===== src/rtl/ceas_timp_pkg.sv =====
// Shared types, limits and wrap-increment helpers for the clock timekeeping core.
package ceas_pkg;

  localparam int MINUTE_MAX = 59;
  localparam int ORE_MAX    = 23;
  localparam int MINUTE_W   = 6;
  localparam int ORE_W      = 5;

  typedef logic [MINUTE_W-1:0] minute_t;
  typedef logic [ORE_W-1:0]    ore_t;

  typedef enum logic [1:0] {RUN, SET_ORE, SET_MIN} state_t;

  function automatic minute_t inc_minute(input minute_t m);
    return (m == minute_t'(MINUTE_MAX)) ? '0 : m + 1'b1;
  endfunction

  function automatic ore_t inc_ore(input ore_t h);
    return (h == ore_t'(ORE_MAX)) ? '0 : h + 1'b1;
  endfunction

endpackage


===== src/rtl/ceas_timp_if.sv =====
// Button inputs and time outputs of ceas_timp; slave = timekeeping core, master = user/display side.
interface ceas_timp_if;
  import ceas_pkg::*;

  logic    buton_setare;
  logic    buton_inc;
  minute_t minute;
  ore_t    ore;
  minute_t minute_setare;
  ore_t    ore_setare;
  logic    semnal_setare;
  logic    tick_minut;

  modport master (
    output buton_setare, buton_inc,
    input  minute, ore, minute_setare, ore_setare, semnal_setare, tick_minut
  );

  modport slave (
    input  buton_setare, buton_inc,
    output minute, ore, minute_setare, ore_setare, semnal_setare, tick_minut
  );

endinterface


===== src/rtl/ceas_timp_detector_front.sv =====
// Registered 1-bit rising-edge detector: rise pulses one cycle after the first high sample.
module detector_front (
  input  logic clock,
  input  logic reset_n,
  input  logic d,
  output logic rise
);

  logic prev;

  always_ff @(posedge clock) begin
    if (!reset_n) begin
      prev <= 1'b0;
      rise <= 1'b0;
    end else begin
      prev <= d;
      rise <= d & ~prev;
    end
  end

endmodule


===== src/rtl/ceas_timp.sv =====
// Timekeeping core: minute prescaler, running hh:mm, and the two-button set-mode FSM.
// Optional set-mode inactivity timeout enabled by defining CEAS_TIMEOUT_EN.
module ceas_timp
  import ceas_pkg::*;
#(
  parameter int TICKS_PER_MIN  = 60_000_000,
  parameter int TIMEOUT_CYCLES = 600_000_000
) (
  input  logic        clock,
  input  logic        reset_n,
  ceas_timp_if.slave  bus
);

  localparam int PRESC_W = $clog2(TICKS_PER_MIN);

  logic [1:0] btn, btn_rise;
  logic       set_rise, inc_rise;

  // bit 1 = setare, bit 0 = inc
  assign btn = {bus.buton_setare, bus.buton_inc};
  assign set_rise = btn_rise[1];
  assign inc_rise = btn_rise[0];

  detector_front u_det [1:0] (
    .clock   (clock),
    .reset_n (reset_n),
    .d       (btn),
    .rise    (btn_rise)
  );

  state_t              state;
  logic [PRESC_W-1:0]  presc;
  minute_t             minute_q, minute_set_q;
  ore_t                ore_q, ore_set_q;
  logic                semnal_q, tick_q;
  logic                to_hit;

`ifdef CEAS_TIMEOUT_EN
  localparam int TO_W = $clog2(TIMEOUT_CYCLES);
  logic [TO_W-1:0] to_cnt;

  // Held at zero in RUN, so entering set mode always starts from a clean count.
  always_ff @(posedge clock) begin
    if (!reset_n)
      to_cnt <= '0;
    else if (state == RUN || set_rise || inc_rise)
      to_cnt <= '0;
    else if (!to_hit)
      to_cnt <= to_cnt + 1'b1;
  end

  assign to_hit = (state != RUN) && (to_cnt == TO_W'(TIMEOUT_CYCLES - 1));
`else
  assign to_hit = 1'b0;
`endif

  always_ff @(posedge clock) begin
    if (!reset_n) begin
      state        <= RUN;
      presc        <= '0;
      minute_q     <= '0;
      ore_q        <= '0;
      minute_set_q <= '0;
      ore_set_q    <= '0;
      semnal_q     <= 1'b0;
      tick_q       <= 1'b0;
    end else begin
      tick_q <= 1'b0;
      if (presc == PRESC_W'(TICKS_PER_MIN - 1)) begin
        presc    <= '0;
        tick_q   <= 1'b1;
        minute_q <= inc_minute(minute_q);
        if (minute_q == minute_t'(MINUTE_MAX))
          ore_q <= inc_ore(ore_q);
      end else begin
        presc <= presc + 1'b1;
      end

      // Later assignments here override the tick update above, so a commit wins over a tick.
      case (state)
        RUN: begin
          if (set_rise) begin
            state        <= SET_ORE;
            semnal_q     <= 1'b1;
            minute_set_q <= minute_q;
            ore_set_q    <= ore_q;
          end
        end
        SET_ORE: begin
          if (set_rise)
            state <= SET_MIN;
          else if (inc_rise)
            ore_set_q <= inc_ore(ore_set_q);
          else if (to_hit) begin
            state    <= RUN;
            semnal_q <= 1'b0;
          end
        end
        SET_MIN: begin
          if (set_rise) begin
            state    <= RUN;
            semnal_q <= 1'b0;
            minute_q <= minute_set_q;
            ore_q    <= ore_set_q;
            presc    <= '0;
          end else if (inc_rise)
            minute_set_q <= inc_minute(minute_set_q);
          else if (to_hit) begin
            state    <= RUN;
            semnal_q <= 1'b0;
          end
        end
        default: begin
          state    <= RUN;
          semnal_q <= 1'b0;
        end
      endcase
    end
  end

  assign bus.minute        = minute_q;
  assign bus.ore           = ore_q;
  assign bus.minute_setare = minute_set_q;
  assign bus.ore_setare    = ore_set_q;
  assign bus.semnal_setare = semnal_q;
  assign bus.tick_minut    = tick_q;

endmodule


===== src/flat_wrapper.sv =====
// flat-port wrapper written by rule: the top's interface ports become plain ports
module ceas_timp_flat import ceas_pkg::*;
#(
  parameter int TICKS_PER_MIN  = 60_000_000,
  parameter int TIMEOUT_CYCLES = 600_000_000
)
  (clock, reset_n, bus_buton_setare, bus_buton_inc, bus_minute, bus_ore, bus_minute_setare, bus_ore_setare, bus_semnal_setare, bus_tick_minut);
  ceas_timp_if bus_i ();
  input  logic clock;
  input  logic reset_n;
  input wire logic [$bits(bus_i.buton_setare)-1:0] bus_buton_setare;
  input wire logic [$bits(bus_i.buton_inc)-1:0] bus_buton_inc;
  output wire logic [$bits(bus_i.minute)-1:0] bus_minute;
  output wire logic [$bits(bus_i.ore)-1:0] bus_ore;
  output wire logic [$bits(bus_i.minute_setare)-1:0] bus_minute_setare;
  output wire logic [$bits(bus_i.ore_setare)-1:0] bus_ore_setare;
  output wire logic [$bits(bus_i.semnal_setare)-1:0] bus_semnal_setare;
  output wire logic [$bits(bus_i.tick_minut)-1:0] bus_tick_minut;
  assign bus_i.buton_setare = bus_buton_setare;
  assign bus_i.buton_inc = bus_buton_inc;
  assign bus_minute = bus_i.minute;
  assign bus_ore = bus_i.ore;
  assign bus_minute_setare = bus_i.minute_setare;
  assign bus_ore_setare = bus_i.ore_setare;
  assign bus_semnal_setare = bus_i.semnal_setare;
  assign bus_tick_minut = bus_i.tick_minut;
  ceas_timp #(.TICKS_PER_MIN(TICKS_PER_MIN), .TIMEOUT_CYCLES(TIMEOUT_CYCLES)) u_core (.clock(clock), .reset_n(reset_n), .bus(bus_i));
endmodule

===== config.mk =====
export PLATFORM = sky130hd
export DESIGN_NAME = ceas_timp_flat
export DESIGN_NICKNAME = d
export VERILOG_FILES = /design/src/rtl/ceas_timp_pkg.sv /design/src/rtl/ceas_timp_if.sv /design/src/rtl/ceas_timp_detector_front.sv /design/src/rtl/ceas_timp.sv /design/src/flat_wrapper.sv
export SDC_FILE = /design/constraint.sdc
export NUM_CORES = 1
export LEC_CHECK = 0
export ABC_AREA = 1
export BUFFER_PORTS_ARGS = -buffer_cell sky130_fd_sc_hd__clkbuf_2
export CORE_MARGIN = 2
export CORE_UTILIZATION = 45
export DETAILED_ROUTE_END_ITERATION = 7
export GPL_ROUTABILITY_DRIVEN = 1
export PLACE_DENSITY = 0.65
export SKIP_CTS_REPAIR_TIMING = 1
export SLEW_MARGIN = 20
export SYNTH_ARGS = -nofsm -noshare
export SYNTH_HDL_FRONTEND = slang
export SYNTH_SLANG_ARGS = --single-unit

===== constraint.sdc =====
create_clock -name clock -period 2.4 [get_ports clock]
set_input_delay 0.6 -clock clock [delete_from_list [all_inputs] [get_ports clock]]
set_output_delay 0.6 -clock clock [all_outputs]
set_load 0.01 [all_outputs]

# [After elaboration in Yosys (flattened, before gate mapping)]
# Cells that the tools add are included.
# W data, S select, Z words.
[word_totals] ff_bits=56 output_inout_bits=24 word_cells=73
[op_classes] addsub=5 eq_ne=14 n_mux=30 bitwise_logic=5 reduce_logical=7
[op_table] operator="$mux W26" n=3
[op_table] operator="$mux W6" n=8
[op_table] operator="$mux W5" n=9
[op_table] operator="$add A26 B1 Y26 const B" n=1
[op_table] operator="$eq A26 B26 Y1 const B" n=1
[op_table] operator="$ne A2 B2 Y1 const B" n=7
[op_table] operator="$add A6 B1 Y6 const B" n=2
[op_table] operator="$eq A6 B6 Y1 const B" n=2
[op_table] operator="$pmux W6 S2" n=1
[op_table] operator="$add A5 B1 Y5 const B" n=2
[op_table] operator="$eq A5 B5 Y1 const B" n=2
[op_table] operator="$pmux W5 S2" n=1
[op_table] operator="$reduce_and A4 Y1" n=2
[op_table] operator="$mux W2" n=3
[op_table] operator="$pmux W2 S3" n=1
[op_table] operator="$reduce_and A3 Y1" n=2
[op_table] operator="$reduce_bool A2 Y1" n=2
[op_table] operator="$mux W1" n=3
[op_table] operator="$not A1 Y1" n=3
[op_table] operator="$pmux W1 S3" n=1
[op_table] operator="$and A1 B1 Y1" n=2
[op_table] operator="$eq A2 B1 Y1 const B" n=1
[op_table] operator="$eq A2 B2 Y1 const B" n=1
[op_table] operator="$logic_not A2 Y1" n=1

# [Longest topological paths before layout]
# Gate-level depths: netlist (run 1).
[logic_depth] word_depth=6 mapped_depth=12 mapped_depth_nobuf=12

# [Cells and area by module]
# From an unflattened synthesis (run 1), not the netlist that was laid out.
[unflattened] cells_unflattened=450 hier_area_um2=3064.2
[modules_own_cells] mod="ceas_timp" instances=1 cells_per_inst=440 area_per_inst_um2=2956.6 seq_area_each_um2=1041.0
[modules_own_cells] mod="detector_front" instances=2 cells_per_inst=5 area_per_inst_um2=53.8 seq_area_each_um2=40.0

# [Least setup slack after synthesis (run 1)]
# OpenSTA, ideal clock, no wires.
[synth_timing] path_type="register to register" startpoint="reg u_core.presc[0]" endpoint="reg u_core.presc[6]" setup_time_ns=0.121 arrival_time_ns=1.532 t_required_ns=2.279 slack_ns=0.747 path_stages_with_launch=12 period_less_slack_ns=1.653 path_cell_list="dfxtp_1 ha_1 nand3_2 inv_2 nand2_2 nor2_4 nand2_4 inv_4 nor3_4 inv_6 buf_12 nor2_4"
[synth_between] elab_chain_cells=4 elab_cells_between_ends=5 cone_classes="add/sub: 1; eq/ne: 1; mux: 3"
[synth_lines] item="from (decl)" line="ceas_timp.sv:32" text="logic [PRESC_W-1:0] presc;"
[synth_lines] item="from (signal assigned)" line="ceas_timp.sv:76" text="presc <= presc + 1'b1;"
[synth_lines] item="$add A26 B1 Y26 or $eq A26 B26 Y1 (tied branches)" line="ceas_timp.sv:76, ceas_timp.sv:69"
[synth_lines] item="$mux W26 (*)" line="ceas_timp.sv:69" text="if (presc == PRESC_W'(TICKS_PER_MIN - 1)) begin"
[synth_lines] item="$mux W26" line="ceas_timp.sv:100" text="if (set_rise) begin"
[synth_lines] item="$mux W26 (*)" line="ceas_timp.sv:80" text="case (state)"
# Every way passes the cells marked *; elsewhere a longest branch is shown, timed or not.
# A chain may end at the register's enable or synchronous reset.

# [Worst setup path after layout (run 1)]
[layout_timing] startpoint="reg u_core.minute_q[1] (netlist: u_core.bus.minute[1])" endpoint="reg u_core.minute_q[4] (netlist: u_core.bus.minute[4])"
[layout_between] elab_chain_cells=5 elab_cells_between_ends=6 cone_classes="add/sub: 1; eq/ne: 1; mux: 4"
[layout_lines] item="from (decl)" line="ceas_timp.sv:33" text="minute_t minute_q, minute_set_q;"
[layout_lines] item="from (signal assigned)" line="ceas_timp.sv:72" text="minute_q <= inc_minute(minute_q);"
[layout_lines] item="from (signal assigned)" line="ceas_timp.sv:103" text="minute_q <= minute_set_q;"
[layout_lines] item="$add A6 B1 Y6 or $eq A6 B6 Y1 (tied branches)" line="ceas_timp_pkg.sv:15" text="return (m == minute_t'(MINUTE_MAX)) ? '0 : m + 1'b1;"
[layout_lines] item="$mux W6 (*)" line="ceas_timp_pkg.sv:15"
[layout_lines] item="$mux W6 (*)" line="ceas_timp.sv:69"
[layout_lines] item="$mux W6" line="ceas_timp.sv:100"
[layout_lines] item="$mux W6 (*)" line="ceas_timp.sv:80"
# Marked as above.

==> results.txt, run 1 <==
----------------------------------------------------
[Run]
  Number of max-cap violations ... 0

[Critical path]
  Top cell by count, worst path ... sky130_fd_sc_hd__nand3_1
  Cell with the largest stage delay on the worst path ... sky130_fd_sc_hd__dfxtp_1
  Kind of capture point of the worst setup path ... flip-flop
  Ordered list of cells on the worst path ... ha_1 -> nand3_1 -> nor2_1 -> nand3_1 -> nand2_1 -> inv_1 -> nand3_1 -> a21oi_1
  Kind of cell with the highest combined delay on the critical path ... simple AND/OR/NAND/NOR gates
  Type of origin of the critical path ... flip-flop
  CP required ... 2600 ps
  Highest cell delay on the worst timing path ... 460 ps
  Arrival time reported for the critical path endpoint ... 2180 ps
  Kind of critical path ... reg2reg
  Worst-path maximum fanout ... 9
  Number of buffers and inverters on the critical path ... 1

[Routing]
  Post-detailed-route via-to-cell ratio ... 5.27
  DRC marker count from the first detailed-route iteration ... 127
  Total number of vias ... 2923
  Final antenna-violating net count ... 0
  Post-detailed-routing wire length ... 7.09 mm
  DRC ... 0
  Wire length per cell after detailed routing ... 12.8 um
  Detailed Routing Iterations Pass 1 ... 4

[Yosys]
  Cell area after synthesis ... 3130 um^2
  Unique masters post-synth ... 33
  Post-synthesis instance total ... 446
  Sequential element share of the synthesized area ... 35.9%
  Post-synthesis sequential element count ... 56
  Mapped Nets ... 455
  Share of Yosys cell area claimed by the top area cell type ... 35.9%
  Cell taking the most area after synthesis ... sky130_fd_sc_hd__dfxtp_1
  Cells taking the most area after synthesis ... sky130_fd_sc_hd__dfxtp_1 (36%), sky130_fd_sc_hd__nand2_1 (11%), sky130_fd_sc_hd__inv_1 (7.1%), sky130_fd_sc_hd__nand3_1 (6.9%), sky130_fd_sc_hd__a21oi_1 (5.1%)
  Avg Inst Size Synth ... 7.01 um^2
  Warnings from Yosys ... 0

[GRT]
  Global route total overflow ... 0
  Global-route wire length before repair ... 12.2 mm
  All-layer global routing usage ... 19.7%
  Antenna violations before repair ... 0
  Maximum number of pins on one net before global-route repair ... 20
  Number of global-route vias before repair ... 2637

[Timing]
  Max-slew violation count ... 0
  Share of the cycle needed by the critical path after routing ... 82.2%
  Fin Clk Skew ... 9.15 ps
  Total Neg Setup Slack ... 0 ps
  Number of hold-slack violations in the final timing report ... 0
  RSZ-0062 raised after global routing ... no
  Slew at the pin with the worst max-slew slack ... 571 ps
  Highest Clock Rate ... 507 MHz
  Min cycle time layout ... 1970 ps
  Tightest slew margin relative to the limit ... 61.7%
  Count of final setup violators ... 0

[Pwr]
  Leakage component of the power ... 1.47 nW
  Cell Pwr Density ... 491 nW/um^2
  Register share of total power ... 58.9%
  Internal power summed over all cells ... 1.22 mW
  Maximum vdd ir drop ... 0.274 mV
  Share of power burned in the clock network ... 32.2%
  Logic pwr share ... 8.9%
  Net Switching ... 0.457 mW
  Switching share of total power ... 27.3%

[Clocking]
  Deepest clock path buffer count ... 2
  TritonCTS clock tree ... yes
  Clock input transition at the sequential cells of the worst setup and hold paths ... 110 ps
  Clk Latency, worst-skew pair ... 320 ps
  CTS Buf Count ... 5
  H-Tree Depth ... 2
  Clock sink count ... 56
  Buffer type at the clock tree root ... sky130_fd_sc_hd__clkbuf_8

[Finish]
  Count of fill cells added during filler insertion ... 692
  Number of nets at the end of the flow ... 483
  Diode insertion count for antenna repair ... 0
  Final Core Density ... 50.6%
  Synthesis-to-finish area growth ... 9.29%
  Layout cell share with drive strength beyond 1 ... 16.0%
  Post-route design area ... 3420 um^2

[Hold path]
  Class of the tightest hold or removal check ... reg2reg

[Run status]
  Run status ... finished clean

[Floorplanning]
  Number of rows in the core area ... 30
  Core outline area ... 6760 um^2
  Initial Utilization ... 46.3%
  Die span in y ... 87.3 um
  Overall die area ... 7630 um^2
  Width of the die ... 87.3 um
  Number of top-level pins ... 28

[Placed design]
  Total placed instance area ... 3320 um^2
  Detailed-placement wirelength estimate ... 5.22 mm
  Input/output buffers ... 27
  GP Congestion ... 0.893

----------------------------------------------------
## sequential cells by signal, indices dropped and copies added, names as in the netlist
register,count
u_core.u_det.rise,2
u_core.u_det.prev,2
u_core.bus.ore,5
u_core.bus.minute_setare,6
u_core.bus.minute,6
u_core.state,2
u_core.presc,26
u_core.bus.semnal_setare,1
u_core.bus.ore_setare,5
u_core.bus.tick_minut,1
## logic make-up (layout without fill, tap and decap cells)
group | count (synthesis) | in the layout | share of synthesized area [%]
DFF | 56 | 56 | 35.9
buffers and inverters | 75 | 104 | 9.97
and+or+nand+nor | 232 | 232 | 37.0
AOI/OAI and AO/OA | 61 | 61 | 10.4
adders and majority gates | 5 | 5 | 2.00
xor gates and xnor gates | 17 | 17 | 4.76
## power groups by stage
| stage | clock, mW | sequential, mW | combinational [mW] |
|---|---|---|---|
| floorplan | 0 | 1.01 | 0.103 |
| global placement | 0 | 1.01 | 0.146 |
| detailed placement | 0 | 1.01 | 0.149 |
| CTS | 0.562 | 0.988 | 0.149 |
| global route | 0.600 | 0.992 | 0.171 |
| finish | 0.539 | 0.988 | 0.150 |
## path summary, 6_finish.rpt
| kind | to | slack [ps] | cells past startpoint | start |
|---|---|---|---|---|
| worst min-delay path | u_core.u_det[1].rise | 380 | 1 | u_core.u_det[1].prev |
| worst max register to register | u_core.bus.minute[4] | 430 | 8 | u_core.bus.minute[1] |
| worst max-delay path | u_core.bus.minute[4] | 430 | 8 | u_core.bus.minute[1] |
| worst min register to register | u_core.u_det[1].rise | 380 | 1 | u_core.u_det[1].prev |
## through the flow
stage,total power [mW],instances,worst slack [ps],hold WS (ps)
final,1.68,555,426,380
after detailed placement,1.16,547,323,378
after floorplan,1.11,446,747,368
after CTS,1.70,555,299,383
after global routing,1.76,555,193,391
after global placement,1.15,547,456,374
## layout make-up
class	count	area (um^2)	share of cell area [%]
Timing Repair Buffer	28	143	4.18
Multi-Input combinational cell	315	1700	49.7
Sequential cell	56	1120	32.8
Clock inverter	3	22.5	0.659
Inverter	68	263	7.69
Tap cell	80	100	2.93
Clock buffer	5	68.8	2.01
## cells in the mapped netlist
| master | number |
|---|---|
| sky130_fd_sc_hd__a221oi_1 | 2 |
| sky130_fd_sc_hd__nand2_1 | 90 |
| sky130_fd_sc_hd__buf_4 | 1 |
| sky130_fd_sc_hd__nand3_2 | 2 |
| sky130_fd_sc_hd__nor2_4 | 14 |
| sky130_fd_sc_hd__a211oi_1 | 2 |
| sky130_fd_sc_hd__inv_2 | 7 |
| sky130_fd_sc_hd__xnor2_1 | 6 |
| sky130_fd_sc_hd__nor2_2 | 6 |
| sky130_fd_sc_hd__nor4_1 | 1 |
| sky130_fd_sc_hd__o21ai_0 | 19 |
| sky130_fd_sc_hd__or2_2 | 1 |
| sky130_fd_sc_hd__o211ai_1 | 1 |
| sky130_fd_sc_hd__a31oi_1 | 4 |
| sky130_fd_sc_hd__xor2_1 | 11 |
| sky130_fd_sc_hd__clkbuf_1 | 3 |
| sky130_fd_sc_hd__nand4_1 | 12 |
| sky130_fd_sc_hd__nor2_1 | 37 |
| sky130_fd_sc_hd__o21ai_1 | 1 |
| sky130_fd_sc_hd__inv_1 | 59 |
| sky130_fd_sc_hd__nor3_4 | 1 |
| sky130_fd_sc_hd__dfxtp_1 | 56 |
| sky130_fd_sc_hd__and3_1 | 2 |
| sky130_fd_sc_hd__ha_1 | 5 |
| sky130_fd_sc_hd__inv_6 | 1 |
| sky130_fd_sc_hd__a21oi_1 | 32 |
| sky130_fd_sc_hd__nor3_1 | 17 |
| sky130_fd_sc_hd__buf_2 | 2 |
| sky130_fd_sc_hd__inv_4 | 1 |
| sky130_fd_sc_hd__nand2_2 | 4 |
| sky130_fd_sc_hd__nand3_1 | 43 |
| sky130_fd_sc_hd__buf_12 | 1 |
| sky130_fd_sc_hd__nand2_4 | 2 |
## layout by cell type, fill, tap and decap left out, types with 4 or more instances in the layout
master,netlist,layout
sky130_fd_sc_hd__nor3_1,17,16
sky130_fd_sc_hd__clkbuf_8,0,5
sky130_fd_sc_hd__nor2_1,37,37
sky130_fd_sc_hd__ha_1,5,5
sky130_fd_sc_hd__nand4_1,12,12
sky130_fd_sc_hd__clkbuf_2,0,27
sky130_fd_sc_hd__dfxtp_1,56,56
sky130_fd_sc_hd__xnor2_1,6,6
sky130_fd_sc_hd__a21oi_1,32,32
sky130_fd_sc_hd__nand3_1,43,43
sky130_fd_sc_hd__nand2_2,4,4
sky130_fd_sc_hd__inv_1,59,59
sky130_fd_sc_hd__nand2_1,90,90
sky130_fd_sc_hd__nor2_2,6,6
sky130_fd_sc_hd__xor2_1,11,11
sky130_fd_sc_hd__inv_2,7,7
sky130_fd_sc_hd__nor2_4,14,14
sky130_fd_sc_hd__a31oi_1,4,4
sky130_fd_sc_hd__o21ai_0,19,19
## layer usage
layer  vias to the layer above  part of all wire, %  track usage [%]  routed length (um)
met5                         -                    0                0                   0
met3                        11                  3.7             3.60                 259
met2                        61                   48             32.3                3380
li1                       1508                    -                -                   -
met4                         0                  1.5             5.03                 108
met1                      1343                   47             26.8                3340
No activity file was read; power rests on OpenSTA's default activity.
==> inputs of run 2 (changes only) <==
Clock period 2.4 ns to 2 ns, I/O delays scaled along.
==> run 2 against run 1 <==
Clock skew increased by 2.2 ps. Global-route usage is 0.79 points lower. Largest power group unchanged. Core utilization increased by 1.2 points. Sequential share of layout area shrank 0.77 points. Critical path type unchanged. Hold slack got worse by 4.2 ps.
==> results.txt, run 2 (synthesized netlist as in run 1, its figures left out) <==
----------------------------------------------------
[GRT]
  Maximum number of pins on one net before global-route repair ... 20 (unchanged)
  Global route total overflow ... 0 (unchanged)
  Global-route wire length before repair ... 11.8 mm (was 12.2 mm)
  All-layer global routing usage ... 19.0% (was 19.7%)
  Antenna violations before repair ... 0 (unchanged)
  Number of global-route vias before repair ... 2571 (was 2637)

[Timing]
  Slew at the pin with the worst max-slew slack ... 606 ps (was 571 ps)
  Count of final setup violators ... 0 (unchanged)
  Fin Clk Skew ... 11.4 ps (was 9.15 ps)
  Max-slew violation count ... 0 (unchanged)
  Total Neg Setup Slack ... 0 ps (unchanged)
  Tightest slew margin relative to the limit ... 59.4% (was 61.7%)
  Number of hold-slack violations in the final timing report ... 0 (unchanged)
  RSZ-0062 raised after global routing ... no (unchanged)
  Worst Hold Slack ... 376 ps (was 380 ps)
  Share of the cycle needed by the critical path after routing ... 87.3% (was 82.2%)
  Highest Clock Rate ... 573 MHz (was 507 MHz)
  Min cycle time layout ... 1750 ps (was 1970 ps)

[Critical path]
  Worst setup slack for register-to-register paths ... 250 ps (was 430 ps)
  Worst reg2reg endpoint ... u_core.presc[21] (was u_core.bus.minute[4])
  Worst r2r path cells ... 11 (was 8)
  CP required ... 2250 ps (was 2600 ps)
  Critical R2R Launch ... u_core.presc[0] (was u_core.bus.minute[1])
  Arrival time reported for the critical path endpoint ... 2000 ps (was 2180 ps)
  Worst-path maximum fanout ... 4 (was 9)
  Kind of critical path ... reg2reg (unchanged)
  Type of origin of the critical path ... flip-flop (unchanged)
  Kind of capture point of the worst setup path ... flip-flop (unchanged)

[Finish]
  Number of nets at the end of the flow ... 491 (was 483)
  Layout cell share with drive strength beyond 1 ... 17.6% (was 16.0%)
  Seq. cell area ... 1120 um^2 (unchanged)
  Most flop-heavy register ... u_core.presc (unchanged)
  Multi-input combinational cell area ... 1700 um^2 (about the same)
  Diode insertion count for antenna repair ... 0 (unchanged)
  Most frequent standard cell in the layout excluding fill and tap cells ... sky130_fd_sc_hd__nand2_1 (unchanged)
  Synthesis-to-finish area growth ... 11.9% (was 9.29%)
  Max reg flops ... 26 (unchanged)
  Most frequent cells in the layout ... sky130_fd_sc_hd__nand2_1 (90), sky130_fd_sc_hd__inv_1 (59), sky130_fd_sc_hd__dfxtp_1 (56) (unchanged)
  Count of fill cells added during filler insertion ... 674 (was 692)

[Floorplanning]
  Overall die area ... 7630 um^2 (unchanged)
  Die span in y ... 87.3 um (unchanged)
  Number of top-level pins ... 28 (unchanged)
  Initial Utilization ... 46.3% (unchanged)
  Number of rows in the core area ... 30 (unchanged)
  Width of the die ... 87.3 um (unchanged)
  Core outline area ... 6760 um^2 (unchanged)

[Clocking]
  Clk Latency, worst-skew pair ... 320 ps (about the same)
  Clock input transition at the sequential cells of the worst setup and hold paths ... 110 ps (about the same)
  TritonCTS clock tree ... yes (unchanged)
  H-Tree Depth ... 2 (unchanged)
  Clock sink count ... 56 (unchanged)
  Deepest clock path buffer count ... 2 (unchanged)
  Buffer type at the clock tree root ... sky130_fd_sc_hd__clkbuf_8 (unchanged)
  CTS Buf Count ... 5 (unchanged)

[Routing]
  DRC ... 0 (unchanged)
  Detailed Routing Iterations Pass 1 ... 4 (unchanged)
  Post-detailed-route via-to-cell ratio ... 5.10 (was 5.27)
  Total number of vias ... 2871 (was 2923)
  DRC marker count from the first detailed-route iteration ... 107 (was 127)
  Wire length per cell after detailed routing ... 12.1 um (was 12.8 um)
  Final antenna-violating net count ... 0 (unchanged)
  Post-detailed-routing wire length ... 6.82 mm (was 7.09 mm)

[Hold path]
  Worst hold path stage count ... 3 (was 1)
  Class of the tightest hold or removal check ... in2reg (was reg2reg)
  Hold_sp ... bus_buton_setare (was u_core.u_det[1].prev)
  Sink of the worst hold path ... u_core.u_det[1].prev (was u_core.u_det[1].rise)

[Pwr]
  Logic pwr share ... 8.7% (was 8.9%)
  Maximum vdd ir drop ... 0.328 mV (was 0.274 mV)
  Net Switching ... 0.532 mW (was 0.457 mW)
  Internal power summed over all cells ... 1.59 mW (was 1.22 mW)
  Switching share of total power ... 25.1% (was 27.3%)
  Share of power burned in the clock network ... 35.5% (was 32.2%)
  Cell Pwr Density ... 606 nW/um^2 (was 491 nW/um^2)
  Register share of total power ... 55.8% (was 58.9%)
  Leakage component of the power ... 1.52 nW (was 1.47 nW)

[Placed design]
  Detailed-placement wirelength estimate ... 5.06 mm (was 5.22 mm)
  Input/output buffers ... 27 (unchanged)
  GP Congestion ... 0.847 (was 0.893)

[Run]
  Number of max-cap violations ... 0 (unchanged)

[Run status]
  Run status ... finished clean (unchanged)

----------------------------------------------------
-- run 2: layer usage --
| layer | GRT usage, % | vias up | part of all wire (%) |
|---|---|---|---|
| met4 | 5.87 | 0 | 0.92 |
| met2 | 30.2 | 46 | 47 |
| met5 | 0 | - | 0 |
| met3 | 2.56 | 7 | 3.4 |
| li1 | - | 1518 | - |
| met1 | 26.5 | 1300 | 48 |
-- run 2: cell type report --
cell class                 count  area share [%]
multi-input combinational    315            48.6
sequential                    56            32.0
inverter                      68            7.51
timing repair buffer          36            5.79
tap                           80            2.86
clock buffer                   5            1.97
clock inverter                 3            1.22
-- run 2: how the worst max path moves through the flow --
stage | end | from | slack [ps] | cells after the start
after detailed placement | u_core.bus.minute_setare[4] | u_core.state[0] | 50 | 7
after global routing | u_core.bus.ore[2] | u_core.presc[0] | 10 | 12
final | u_core.presc[21] | u_core.presc[0] | 250 | 11
after global placement | u_core.presc[2] | u_core.presc[0] | 160 | 10
after CTS | u_core.bus.minute_setare[4] | u_core.state[0] | 20 | 7
after floorplan | u_core.presc[6] | u_core.presc[0] | 350 | 11
-- run 2: stage by stage --
stage / cell area (um^2) / setup WS [ps] / power [mW] / std cells / utilization (%)
6_report: 3500 / 253 / 2.12 / 563 / 51.8
3_3_place_gp: 3360 / 163 / 1.38 / 553 / 49.8
2_1_floorplan: 3130 / 347 / 1.33 / 446 / -
4_1_cts: 3480 / 21.7 / 2.15 / 561 / 51.4
5_1_grt: 3500 / 13.6 / 2.22 / 563 / 51.8
3_5_place_dp: 3360 / 51.7 / 1.39 / 553 / 49.8
-- run 2: critical path: stages (launching register included) --
cell                      delay, ps
sky130_fd_sc_hd__dfxtp_1        360
sky130_fd_sc_hd__ha_1           240
sky130_fd_sc_hd__nand3_2        110
sky130_fd_sc_hd__inv_2           40
sky130_fd_sc_hd__nand2_2        110
sky130_fd_sc_hd__nor2_4          60
sky130_fd_sc_hd__nand2_4         80
sky130_fd_sc_hd__inv_4           50
sky130_fd_sc_hd__nor3_4         290
sky130_fd_sc_hd__buf_4          200
sky130_fd_sc_hd__o21ai_0         70
sky130_fd_sc_hd__nor2_1          80
-- run 2: power by group through the flow --
stage / Clock (mW) / Sequential, mW / Combinational, mW
2_1_floorplan: 0 / 1.21 / 0.124
3_3_place_gp: 0 / 1.21 / 0.177
3_5_place_dp: 0 / 1.21 / 0.181
4_1_cts: 0.786 / 1.18 / 0.181
5_1_grt: 0.820 / 1.19 / 0.209
6_report: 0.751 / 1.18 / 0.185
==> inputs of run 3 (changes only) <==
--- a/config.mk
+++ b/config.mk
@@ -9,3 +9,3 @@
 export BUFFER_PORTS_ARGS = -buffer_cell sky130_fd_sc_hd__clkbuf_2
-export CORE_MARGIN = 2
+export CORE_MARGIN = 4
 export CORE_UTILIZATION = 45
--- a/constraint.sdc
+++ b/constraint.sdc
@@ -3,2 +3,2 @@
 set_output_delay 0.5 -clock clock [all_outputs]
-set_load 0.01 [all_outputs]
+set_load 0.05 [all_outputs]
==> run 3 against run 2 <==
Combinational power grew 34%. Cell count grew 0.53%. Clock skew shrank 6.3 ps. Global-route usage shrank 1.8 points. Hold slack gained 8.8 ps. Clock power shrank 13%. Non-clock buffer count grew 3. First-iteration DRC count grew 24%. Core utilization grew 0.056 points. Largest cell class unchanged. Highest routed layer unchanged.
==> results.txt, run 3 (synthesized netlist as in run 1, its figures left out) <==
----------------------------------------------------
[Run status]
  Run status ... finished clean (unchanged)

[Timing]
  Share of the cycle needed by the critical path after routing ... 91.4% (was 87.3%)
  Slew at the pin with the worst max-slew slack ... 563 ps (was 606 ps)
  RSZ-0062 raised after global routing ... no (unchanged)
  Min cycle time layout ... 1830 ps (was 1750 ps)
  Number of hold-slack violations in the final timing report ... 0 (unchanged)
  Fin Clk Skew ... 5.09 ps (was 11.4 ps)
  Count of final setup violators ... 0 (unchanged)
  Max-slew violation count ... 0 (unchanged)
  Tightest slew margin relative to the limit ... 62.2% (was 59.4%)
  Highest Clock Rate ... 547 MHz (was 573 MHz)
  Total Neg Setup Slack ... 0 ps (unchanged)

[Critical path]
  Worst-path maximum fanout ... 19 (was 4)
  Highest cell delay on the worst timing path ... 390 ps (was 360 ps)
  CP required ... 2200 ps (was 2250 ps)
  Worst setup slack for register-to-register paths ... 170 ps (was 250 ps)
  Kind of critical path ... reg2reg (unchanged)
  CP Launch Point ... u_core.presc[10] (was u_core.presc[0])
  Worst reg2reg endpoint ... u_core.presc[17] (was u_core.presc[21])
  Critical R2R Launch ... u_core.presc[10] (was u_core.presc[0])
  Ordered list of cells on the worst path ... nand2_1 -> inv_2 -> nand3_2 -> nor2_4 -> nand2_4 -> inv_4 -> nor3_4 -> buf_4 -> inv_6 -> nor2_1 (was ha_1 -> nand3_2 -> inv_2 -> nand2_2 -> nor2_4 -> nand2_4 -> inv_4 -> nor3_4 -> buf_4 -> o21ai_0 -> nor2_1)
  Kind of capture point of the worst setup path ... flip-flop (unchanged)
  Worst r2r path cells ... 10 (was 11)
  Type of origin of the critical path ... flip-flop (unchanged)
  Cell with the largest stage delay on the worst path ... sky130_fd_sc_hd__dfxtp_1 (unchanged)
  Arrival time reported for the critical path endpoint ... 2030 ps (was 2000 ps)

[GRT]
  Met2 track demand over resource in global routing ... 28.1% (was 30.2%)
  Met1 demand-to-capacity share in global routing ... 23.4% (was 26.5%)
  All-layer global routing usage ... 17.1% (was 19.0%)
  Antenna violations before repair ... 0 (unchanged)
  Number of global-route vias before repair ... 2698 (was 2571)
  Routing layer with the top usage in global route ... met2 (unchanged)
  Maximum number of pins on one net before global-route repair ... 20 (unchanged)
  Met3 usage in global routing ... 2.49% (was 2.56%)
  Global-route wire length before repair ... 12.0 mm (was 11.8 mm)
  Global route total overflow ... 0 (unchanged)

[Hold path]
  Worst hold path stage count ... 3 (unchanged)
  Sink of the worst hold path ... u_core.u_det[0].prev (was u_core.u_det[1].prev)
  Class of the tightest hold or removal check ... in2reg (unchanged)
  Hold_sp ... bus_buton_inc (was bus_buton_setare)

[Floorplanning]
  Die span in y ... 91.3 um (was 87.3 um)
  Number of top-level pins ... 28 (unchanged)
  Number of rows in the core area ... 30 (unchanged)
  Width of the die ... 91.3 um (was 87.3 um)
  Overall die area ... 8340 um^2 (was 7630 um^2)
  Core outline area ... 6760 um^2 (unchanged)
  Initial Utilization ... 46.3% (unchanged)

[Pwr]
  Leakage component of the power ... 1.53 nW (was 1.52 nW)
  Power, Total ... 2.08 mW (was 2.12 mW)
  Maximum vdd ir drop ... 0.269 mV (was 0.328 mV)
  Cell Pwr Density ... 595 nW/um^2 (was 606 nW/um^2)

[Finish]
  Max reg flops ... 26 (unchanged)
  Synthesis-to-finish area growth ... 12.0% (was 11.9%)
  Number of nets at the end of the flow ... 494 (was 491)
  Most frequent standard cell in the layout excluding fill and tap cells ... sky130_fd_sc_hd__nand2_1 (unchanged)
  Most flop-heavy register ... u_core.presc (unchanged)
  Most frequent cells in the layout ... sky130_fd_sc_hd__nand2_1 (90), sky130_fd_sc_hd__inv_1 (59), sky130_fd_sc_hd__dfxtp_1 (55) (was sky130_fd_sc_hd__nand2_1 (90), sky130_fd_sc_hd__inv_1 (59), sky130_fd_sc_hd__dfxtp_1 (56))
  Layout cell share with drive strength beyond 1 ... 17.9% (was 17.6%)
  Seq. cell area ... 1120 um^2 (about the same)
  Count of fill cells added during filler insertion ... 688 (was 674)
  Final Core Density ... 51.8% (about the same)
  Diode insertion count for antenna repair ... 0 (unchanged)
  Multi-input combinational cell area ... 1700 um^2 (about the same)

[Placed design]
  Detailed-placement wirelength estimate ... 5.12 mm (was 5.06 mm)
  GP Congestion ... 0.833 (was 0.847)
  Input/output buffers ... 27 (unchanged)

[Routing]
  Total number of vias ... 2875 (was 2871)
  Post-detailed-route via-to-cell ratio ... 5.08 (was 5.10)
  DRC marker count from the first detailed-route iteration ... 133 (was 107)
  Post-detailed-routing wire length ... 6.95 mm (was 6.82 mm)
  DRC ... 0 (unchanged)
  Detailed Routing Iterations Pass 1 ... 4 (unchanged)
  Final antenna-violating net count ... 0 (unchanged)
  Wire length per cell after detailed routing ... 12.3 um (was 12.1 um)

[Run]
  Number of max-cap violations ... 0 (unchanged)

[Clocking]
  Clock input transition at the sequential cells of the worst setup and hold paths ... 100 ps (was 110 ps)
  Clock sink count ... 56 (unchanged)
  Buffer type at the clock tree root ... sky130_fd_sc_hd__clkbuf_8 (unchanged)
  H-Tree Depth ... 2 (unchanged)
  Deepest clock path buffer count ... 2 (unchanged)
  Clk Latency, worst-skew pair ... 310 ps (was 320 ps)
  CTS Buf Count ... 5 (unchanged)
  TritonCTS clock tree ... yes (unchanged)

----------------------------------------------------
## run 3: cell type report
class / count / share of cell area [%]
Clock inverter: 1 / 0.214
Clock buffer: 7 / 2.47
Sequential cell: 56 / 32.0
Multi-Input combinational cell: 315 / 48.5
Timing Repair Buffer: 39 / 6.43
Tap cell: 80 / 2.86
Inverter: 68 / 7.50
## run 3: per-stage QoR
stage / cells / hold WS (ps) / worst slack, ps / instance area (um^2)
6_report: 566 / 385 / 171 / 3500
5_1_grt: 566 / 402 / 44.5 / 3500
3_3_place_gp: 556 / 372 / 175 / 3390
3_5_place_dp: 556 / 371 / 115 / 3390
2_1_floorplan: 446 / 368 / 21.1 / 3130
4_1_cts: 564 / 372 / 93.0 / 3480
## run 3: worst max-delay path, delay by kind of cell, from the launching register on
family	cells	cell delay, ps
simple gates	6	730
buf+inv	4	570
flops	1	390
## run 3: worst max path at each step
stage	end	cells past startpoint
floorplan	u_core.bus.ore[0]	8
global placement	u_core.presc[8]	10
detailed placement	u_core.bus.minute_setare[4]	7
CTS	u_core.bus.minute_setare[4]	7
global route	u_core.presc[17]	10
finish	u_core.presc[17]	10
## run 3: power breakdown
part / internal (mW) / switching [mW]
sequential: 1.15 / 0.0347
combinational: 0.0680 / 0.179
clock: 0.283 / 0.372
total: 1.50 / 0.586
## run 3: metal layers
layer | wire (um) | part of all wire [%]
met1 | 3580 | 51
met2 | 3180 | 46
met3 | 162 | 2.3
met4 | 36 | 0.52
met5 | 0 | 0
